**src/rtl/fxp_pkg.sv**
```systemverilog
// Fixed-point helpers shared by the multiplier tiles: rounding, clamping and
// the response record returned by the shared-multiplier arbiter.
package fxp_pkg;

    localparam int unsigned FXP_WMAX    = 64;
    localparam int unsigned FXP_NMAX    = 16;
    localparam int unsigned FXP_IDW_MAX = 3;

    typedef logic signed [FXP_WMAX-1:0] fxp_wide_t;

    localparam fxp_wide_t FXP_ONE = 64'sd1;

    typedef struct packed {
        logic signed [FXP_NMAX-1:0]    y;
        logic        [FXP_IDW_MAX-1:0] id;
        logic                          sat;
    } fxp_rsp_t;

    // Round half toward +inf: add 2^(f-1), then arithmetic shift by f.
    function automatic fxp_wide_t rshift_round(input fxp_wide_t p, input int unsigned f);
        return (p + (FXP_ONE << (f - 1))) >>> f;
    endfunction

    function automatic fxp_wide_t sat_signed(input fxp_wide_t v, input int unsigned n);
        fxp_wide_t lim;
        lim = FXP_ONE << (n - 1);
        if (v > lim - FXP_ONE) return lim - FXP_ONE;
        if (v < -lim)          return -lim;
        return v;
    endfunction

    function automatic logic sat_flag(input fxp_wide_t v, input int unsigned n);
        fxp_wide_t lim;
        lim = FXP_ONE << (n - 1);
        return (v > lim - FXP_ONE) || (v < -lim);
    endfunction

endpackage

```
**src/rtl/fxp_mul.sv**
```systemverilog
// Combinational Q(N-F).F multiplier: rounded pre-clamp value and saturated result.
module fxp_mul
    import fxp_pkg::*;
#(
    parameter int unsigned N = 8,
    parameter int unsigned F = 7
) (
    input  logic signed [N-1:0]   a,
    input  logic signed [N-1:0]   b,
    output logic signed [N-1:0]   y,
    output logic signed [2*N-1:0] r
);

    // The rounded product always fits in 2N bits, so r loses nothing.
    assign r = (2*N)'(rshift_round(fxp_wide_t'(a) * fxp_wide_t'(b), F));
    assign y = N'(sat_signed(fxp_wide_t'(r), N));

endmodule

```
**src/rtl/rr_arbiter.sv**
```systemverilog
// Rotating-priority arbiter: search starts at ptr, ptr moves past each grant.
module rr_arbiter #(
    parameter int unsigned NREQ = 4,
    parameter int unsigned IDW  = $clog2(NREQ)
) (
    input  logic            clk,
    input  logic            rst_n,
    input  logic [NREQ-1:0] req,
    input  logic            en,
    output logic [NREQ-1:0] gnt,
    output logic [IDW-1:0]  idx
);

    logic [IDW-1:0] ptr;
    logic           found;
    int unsigned    cand;

    always_comb begin
        gnt   = '0;
        idx   = '0;
        found = 1'b0;
        cand  = 0;
        for (int unsigned k = 0; k < NREQ; k++) begin
            cand = 32'(ptr) + k;
            if (cand >= NREQ) cand = cand - NREQ;
            if (!found && req[IDW'(cand)]) begin
                found = 1'b1;
                idx   = IDW'(cand);
            end
        end
        if (en && found) gnt[idx] = 1'b1;
    end

    always_ff @(posedge clk or negedge rst_n) begin
        if (!rst_n)
            ptr <= '0;
        else if (en && found)
            ptr <= (32'(idx) == NREQ - 1) ? '0 : idx + 1'b1;
    end

endmodule

```
**src/rtl/fxp_mul_arb.sv**
```systemverilog
// Shares one fxp_mul between NREQ valid/ready requesters through a 2-stage
// pipeline; results come back tagged with requester id and saturation flag.
module fxp_mul_arb
    import fxp_pkg::*;
#(
    parameter int unsigned NREQ = 4,
    parameter int unsigned N    = 8,
    parameter int unsigned F    = 7,
    parameter int unsigned IDW  = $clog2(NREQ)
) (
    input  logic              clk,
    input  logic              rst_n,
    input  logic [NREQ-1:0]   req_valid,
    output logic [NREQ-1:0]   req_ready,
    input  logic [NREQ*N-1:0] req_a,
    input  logic [NREQ*N-1:0] req_b,
    output logic              rsp_valid,
    input  logic              rsp_ready,
    output logic [N-1:0]      rsp_y,
    output logic [IDW-1:0]    rsp_id,
    output logic              rsp_sat
);

    logic                 adv1, adv2;
    logic                 s1_valid, s2_valid;
    logic [NREQ-1:0]      gnt;
    logic [IDW-1:0]       gidx, s1_id;
    logic signed [N-1:0]  s1_a, s1_b, mul_y;
    logic signed [2*N-1:0] mul_r;
    logic                 mul_sat;

    assign adv2      = !s2_valid || rsp_ready;
    assign adv1      = !s1_valid || adv2;
    assign req_ready = gnt;
    assign rsp_valid = s2_valid;

    // Gating with rst_n keeps req_ready low while reset is held.
    rr_arbiter #(.NREQ(NREQ), .IDW(IDW)) u_arb (
        .clk   (clk),
        .rst_n (rst_n),
        .req   (req_valid),
        .en    (adv1 && rst_n),
        .gnt   (gnt),
        .idx   (gidx)
    );

    always_ff @(posedge clk or negedge rst_n) begin
        if (!rst_n) begin
            s1_valid <= 1'b0;
            s1_a     <= '0;
            s1_b     <= '0;
            s1_id    <= '0;
        end else if (adv1) begin
            s1_valid <= |gnt;
            if (|gnt) begin
                s1_a  <= req_a[32'(gidx)*N +: N];
                s1_b  <= req_b[32'(gidx)*N +: N];
                s1_id <= gidx;
            end
        end
    end

    fxp_mul #(.N(N), .F(F)) u_mul (
        .a (s1_a),
        .b (s1_b),
        .y (mul_y),
        .r (mul_r)
    );

    assign mul_sat = sat_flag(fxp_wide_t'(mul_r), N);

    always_ff @(posedge clk or negedge rst_n) begin
        if (!rst_n) begin
            s2_valid <= 1'b0;
            rsp_y    <= '0;
            rsp_id   <= '0;
            rsp_sat  <= 1'b0;
        end else if (adv2) begin
            s2_valid <= s1_valid;
            if (s1_valid) begin
                rsp_y   <= mul_y;
                rsp_id  <= s1_id;
                rsp_sat <= mul_sat;
            end
        end
    end

endmodule
```
**config.mk**
```make
export PLATFORM = sky130hd
export DESIGN_NAME = fxp_mul_arb
export DESIGN_NICKNAME = d
export VERILOG_FILES = /design/src/rtl/fxp_pkg.sv /design/src/rtl/fxp_mul.sv /design/src/rtl/rr_arbiter.sv /design/src/rtl/fxp_mul_arb.sv
export SDC_FILE = /design/constraint.sdc
export NUM_CORES = 1
export LEC_CHECK = 0
export BUFFER_PORTS_ARGS = -buffer_cell sky130_fd_sc_hd__buf_4
export CAP_MARGIN = 10
export CORE_UTILIZATION = 40
export CTS_CLUSTER_DIAMETER = 150
export CTS_CLUSTER_SIZE = 40
export DETAILED_ROUTE_END_ITERATION = 10
export SETUP_SLACK_MARGIN = 0.5
export SLEW_MARGIN = 25
export SYNTH_ARGS = -nofsm -noshare
export SYNTH_HDL_FRONTEND = slang
export SYNTH_SLANG_ARGS = --single-unit
```
**constraint.sdc**
```tcl
create_clock -name clk -period 7.23 [get_ports clk]
set_input_delay 1.0845 -clock clk [delete_from_list [all_inputs] [get_ports clk]]
set_output_delay 1.0845 -clock clk [all_outputs]
set_load 0.005 [all_outputs]
```
==> summary.txt, run 1 <==
Setup path
  • R2R Setup Slk: about 2000 ps
  • Slowest CP cell: dfrtp_1
  • Crit path kind: reg2reg
  • Top fanout value on the critical path: 9
  • Worst Path Arrival: around 5400 ps
  • CP most frequent cell: fa_1
  • Worst-case reg-to-reg path depth: 15
  • Reg2reg end: rsp_y[4]$_DFFE_PN0P_
  • CP Capture Type: flop
  • Worst Setup Start Kind: flop
  • Critical path buffers and inverters: 3
  • Critical-path cell list: nand2_1 > fa_1 > inv_1 > fa_1 > fa_1 > inv_1 > fa_1 > inv_1 > ha_1 > a211o_1 > a21oi_1 > o31ai_1 > o21ai_1 > a32oi_4 > o311a_1
  • CP top delay family: adder cells
  • Slowest stage delay, CP: 570 ps
  • Critical Path RT: 7390 ps
  • Start of the worst register-to-register path: s1_b[2]$_DFFE_PN0P_

Cells and area
  • FILL cells: 1066
  • Synth-to-layout area growth: 20.4%
  • Net count, final: a little over 700
  • Final core utilization: between 50% and 60%
  • # diodes: 0
  • Finished Cell Area: roughly 5600 um2
  • Layout cells sized above 1: 22.0%

Placement
  • Routability Congestion: slightly above 0.8
  • Dpl cell area: ~5400 um2
  • I/O Buffers: between 80 and 90
  • Detail Placement HPWL: approximately 8300 um

Routing
  • Routed WL per cell: 14.2 um
  • Vias: around 3.6k
  • Drc violations: 0
  • Antenna-violating nets left: 0
  • WL final: ~10000 um
  • DR iter-0 viols: 144
  • TritonRoute pass-1 iters: 4
  • Via density per instance: 5.05

Outcome
  • Status: finished, final reports clean

Floorplanning
  • IO Count: a little under 90
  • Core area: 11100 um2
  • Die Width: 110 um
  • Rows: 38
  • Die area: 12000 um2
  • Chip Height: roughly 110 um
  • Starting Density: 41.9%

Clock tree
  • Post_cts resized: 0
  • Hold_buf cts: 0
  • CTS tree: built
  • Post-CTS setup buffer count: 0
  • Skew-Pair Late Insertion Delay: 280 ps
  • Root Driver: clkbuf_16
  • Clk sinks: 33
  • Clk slew on worst S/H paths: roughly 60 ps
  • Longest Clk Path Bufs: 2
  • CTS Buf Count: 5
  • H-Tree Depth: 2

Logic synthesis
  • Avg Cell Area, Syn: about 9.5 um2
  • Adder-cell share of the synthesized area: 32.7%
  • Post-synthesis sequential area ratio: 17.8%
  • Largest family of logic cells by synthesized area: adder cells
  • Top_reg_cell synth: dfrtp_1
  • Synthesized Nets: around 650
  • XOR/XNOR Fraction of Synth Area: 1.89%
  • Multiplexer share of the synthesized area: 11.5%
  • Synth Area in Compound Gates: 11.7%
  • Simple-gate share of the synthesized area: approximately 16%
  • FF+latch count, synth: 33
  • Async SR Flop Fraction: 100%
  • Netlist Area Pre-Place: between 4000 and 5000 um2
  • EDFF count, synth: 0
  • YS warnings: 0
  • Distinct cells, synth: 54
  • Synthesized instance count: 488

Global routing
  • Congestion Overflow GR: 0
  • Vias in the first global route: 3521
  • First-pass GRT wire length: 16500 um
  • Largest net degree at the start of global routing: 38
  • GR Util All Layers: 17.6%
  • Initial antenna violation count: 0

Hold path
  • Worst Hold Launch: rsp_id[0]$_DFFE_PN0P_
  • Min-Delay Path Depth: 2
  • Hold Path Sink: rsp_id[0]$_DFFE_PN0P_
  • Hold Crit Class: reg2reg

Timing
  • Layout Skew: about 6.7 ps
  • RSZ-0062 raised after global routing: false
  • Fmax: 0.191 GHz
  • Slew headroom: 60.5%
  • Slew Viols, Final: 0
  • Setup Viol. Count Final: 0
  • Worst slew pin tran: about 580 ps
  • Setup_tns: 0 ps
  • Crit share post-route: 72.3%
  • Tmin final: 5230 ps
  • Final Hold Fails: 0

Run
  • Max-cap viol count: 0
==> state kept, by name, indices dropped and copies added (netlist names) <==
register,flops
rsp_y,8
s1_a,8
s1_b,8
rsp_id,2
s1_id,2
u_arb.ptr,2
rsp_sat,1
rsp_valid,1
s1_valid,1
==> cells in the mapped netlist (3+ instances only) <==
master    count  area, um2
nand3_1       4       20.0
xnor2_1      10       87.6
dfrtp_1      33        826
inv_1        80        300
o221a_1       5       56.3
a21o_1        3       22.5
fa_1         57       1140
mux2i_1      33        330
nor2_1       12       45.0
o21ai_1      16       80.1
nand3b_1      3       22.5
a21oi_1      12       60.1
o21ai_0       9       45.0
nand2_1      49        184
and2_1       41        257
ha_1         30        375
a211o_1       3       26.3
buf_4         5       37.5
mux2_2       18        203
clkbuf_1     10       37.5
nand2b_1      4       25.0
nand4_1       6       37.5
nor2b_1       8       50.1
==> layer usage <==
layer  vias up  track usage, %  wire (um)
met3         8            2.73        186
met5         -               0          0
li1       1766               -          -
met1      1764            23.6       4420
met4         0            3.62        106
met2        35            30.2       5300
==> worst max-delay path by stage <==
stage,slack (ps),end,start,cells after the start
5_1_grt,1680,rsp_y[4]$_DFFE_PN0P_,s1_b[2]$_DFFE_PN0P_,15
3_5_place_dp,2000,rsp_y[4]$_DFFE_PN0P_,s1_b[2]$_DFFE_PN0P_,15
2_1_floorplan,2330,rsp_y[0]$_DFFE_PN0P_,s1_a[7]$_DFFE_PN0P_,17
4_1_cts,1980,rsp_y[4]$_DFFE_PN0P_,s1_b[2]$_DFFE_PN0P_,15
3_3_place_gp,2070,rsp_y[4]$_DFFE_PN0P_,s1_b[2]$_DFFE_PN0P_,15
6_report,2000,rsp_y[4]$_DFFE_PN0P_,s1_b[2]$_DFFE_PN0P_,15
==> final cells by class <==
cell class                      instances  area, um2  share of cell area, %
Timing Repair Buffer                   88        661                   11.8
Clock inverter                          1       30.0                  0.538
Sequential cell                        33        826                   14.8
Clock buffer                            7        143                   2.55
Tap cell                              140        175                   3.14
Inverter                               81        304                   5.44
Multi-Input combinational cell        357       3450                   61.7
==> worst register-to-register path, cell delays in order, from the launching register on <==
cell     delay (ps)
dfrtp_1         570
nand2_1         200
fa_1            560
inv_1            50
fa_1            460
fa_1            540
inv_1            50
fa_1            540
inv_1            50
ha_1            370
a211o_1         320
a21oi_1         290
o31ai_1         130
o21ai_1         350
a32oi_4         240
o311a_1         390
==> cells in the final DEF (no fill, tap or decap), types with 2 or more instances in the layout <==
| cell | count |
|---|---|
| a211o_1 | 3 |
| a21o_1 | 3 |
| a21oi_1 | 11 |
| and2_1 | 41 |
| and3_1 | 2 |
| buf_4 | 88 |
| clkbuf_16 | 5 |
| dfrtp_1 | 33 |
| fa_1 | 57 |
| ha_1 | 30 |
| inv_1 | 80 |
| mux2_2 | 18 |
| mux2i_1 | 33 |
| nand2_1 | 49 |
| nand2b_1 | 4 |
| nand3_1 | 4 |
| nand3b_1 | 3 |
| nand4_1 | 6 |
| nor2_1 | 12 |
| nor2b_1 | 8 |
| o2111ai_1 | 2 |
| o21a_1 | 2 |
| o21ai_0 | 9 |
| o21ai_1 | 16 |
| o21bai_1 | 2 |
| o221a_1 | 5 |
| o311a_1 | 2 |
| o31ai_1 | 2 |
| xnor2_1 | 10 |
==> logic make-up after synthesis <==
kind of cell,Yosys count
adders and majority gates,87
buffers and inverters,98
and+or+nand+nor,138
muxes,51
DFF,33
xor gates and xnor gates,10
AOI/OAI and AO/OA,71
==> metrics by stage <==
stage | hold WS, ps | worst slack [ps] | cells
after floorplan | 439 | 2330 | 488
after global placement | 468 | 2070 | 699
after detailed placement | 477 | 2000 | 699
after CTS | 490 | 1980 | 707
after global routing | 521 | 1680 | 707
final | 482 | 2000 | 707
Power of run 1 is left out: the tool's default activity adds up to more than one toggle a clock period on the data nets, which glitch-free logic cannot reach.
==> run 2: changes to the inputs <==
- clock period: 7.23 -> 4.9 ns (I/O delays scaled with it)
==> summary.txt, run 2 (synthesis gave the netlist of run 1 again) <==
Outcome
  • Status: finished, final reports clean

Setup path
  • Crit path kind: reg2reg
  • R2R Setup Slk: 160 ps
  • Reg2reg end: rsp_y[4]$_DFFE_PN0P_
  • Top fanout value on the critical path: 8
  • Worst Path Arrival: 4900 ps
  • Worst-case reg-to-reg path depth: 17
  • CP Capture Type: flop
  • Start of the worst register-to-register path: s1_a[4]$_DFFE_PN0P_
  • Worst Setup Start Kind: flop
  • Critical Path RT: 5060 ps

Floorplanning
  • Chip Height: between 100 and 150 um
  • Starting Density: 41.9%
  • Die Width: 110 um
  • Rows: 38
  • Die area: 12000 um2
  • IO Count: 87
  • Core area: between 10000 and 15000 um2

Timing
  • Slew headroom: 63.4%
  • Layout Skew: around 4.2 ps
  • Fmax: 0.211 GHz
  • Worst slew pin tran: approximately 550 ps
  • Crit share post-route: 96.8%
  • Slew Viols, Final: 0
  • Final Hold Fails: 0
  • Tmin final: 4740 ps
  • Setup_tns: 0 ps
  • RSZ-0062 raised after global routing: true
  • Setup Viol. Count Final: 0
  • Setup ws final: around 160 ps

Cells and area
  • FILL cells: 992
  • Commonest cells after routing, fill and taps aside: buf_4 (117), inv_1 (70), fa_1 (55)
  • # diodes: 0
  • Synth-to-layout area growth: 33.3%
  • Top Registers: rsp_y: 8 flops, s1_a: 8 flops, s1_b: 8 flops
  • Net count, final: 760
  • Most common cell after layout, fill and taps aside: buf_4
  • Layout cells sized above 1: 36.0%

Routing
  • TritonRoute pass-1 iters: 4
  • Drc violations: 0
  • Via density per instance: between 5 and 6
  • Routed WL per cell: 14.8 um
  • WL final: 11000 um
  • DR iter-0 viols: a little under 100
  • Vias: roughly 3.8k
  • Antenna-violating nets left: 0

Clock tree
  • Hold_buf cts: 0
  • CTS tree: built
  • Clk slew on worst S/H paths: 50 ps
  • CTS Buf Count: 5
  • Clk sinks: 33
  • Root Driver: clkbuf_16
  • Skew-Pair Late Insertion Delay: 280 ps
  • Longest Clk Path Bufs: 2
  • H-Tree Depth: 2

Placement
  • Post-Place Setup Slack: -50.4 ps
  • I/O Buffers: 86
  • Detail Placement HPWL: 8670 um
  • Routability Congestion: 0.861

Global routing
  • Initial antenna violation count: 0
  • GR Util All Layers: 20.9%
  • Congestion Overflow GR: 0
  • Vias in the first global route: about 4.3k
  • Largest net degree at the start of global routing: 38
  • First-pass GRT wire length: between 15000 and 20000 um

Run
  • Max-cap viol count: 0

Hold path
  • Hold Crit Class: in2async
## run 2: cell type report
cell class	count	area [um2]	share of cell area [%]
clock buffer	5	125	2.02
clock inverter	2	35.0	0.567
tap	140	175	2.83
multi-input combinational	357	3740	60.5
inverter	81	304	4.92
timing repair buffer	124	966	15.6
sequential	33	837	13.5
## run 2: metrics by stage
stage                     cell area [um2]  instances  hold WS, ps  util, %
after floorplan                      4850        488          439        -
after global placement               5670        712          472     51.1
after detailed placement             5670        712          477     51.1
after CTS                            6160        741          434     55.6
after global routing                 6180        742          457     55.8
final                                6180        742          396     55.8
## run 2: worst max path at each step
| stage | slack (ps) | from | cells after the start | endpoint |
|---|---|---|---|---|
| after floorplan | 400 | s1_b[4]$_DFFE_PN0P_ | 17 | rsp_y[4]$_DFFE_PN0P_ |
| after global placement | 60 | s1_b[3]$_DFFE_PN0P_ | 16 | rsp_sat$_DFFE_PN0P_ |
| after detailed placement | -50 | s1_a[7]$_DFFE_PN0P_ | 15 | rsp_y[5]$_DFFE_PN0P_ |
| after CTS | 180 | s1_a[4]$_DFFE_PN0P_ | 15 | rsp_y[4]$_DFFE_PN0P_ |
| after global routing | -6 | s1_a[4]$_DFFE_PN0P_ | 17 | rsp_y[4]$_DFFE_PN0P_ |
| final | 160 | s1_a[4]$_DFFE_PN0P_ | 17 | rsp_y[4]$_DFFE_PN0P_ |
## run 2: worst max-delay path: stages, from the launching register on
cell,delay (ps)
dfrtp_2,480
buf_6,140
nor2b_4,30
fa_1,530
inv_1,50
fa_1,480
inv_1,60
fa_1,500
inv_2,40
fa_1,480
inv_2,50
ha_4,270
o21a_1,170
nor2_4,70
or4_4,570
a31oi_4,200
a32oi_4,110
o311a_1,380
## run 2: repair_timing
action | in CTS | in global routing
pin swaps | 40 | 5
resized for setup | 41 | 5
buffers inserted | 22 | 1
setup endpoints to repair | 9 | 9
## run 2: per-layer routing
layer	global-route usage [%]	vias up	share of wire, %
met4	5.24	0	1.4
li1	-	1841	-
met5	0	-	0
met1	24.7	1917	42
met2	40.0	50	55
met3	2.13	12	2.0
Power of run 2 is left out for the same reason.
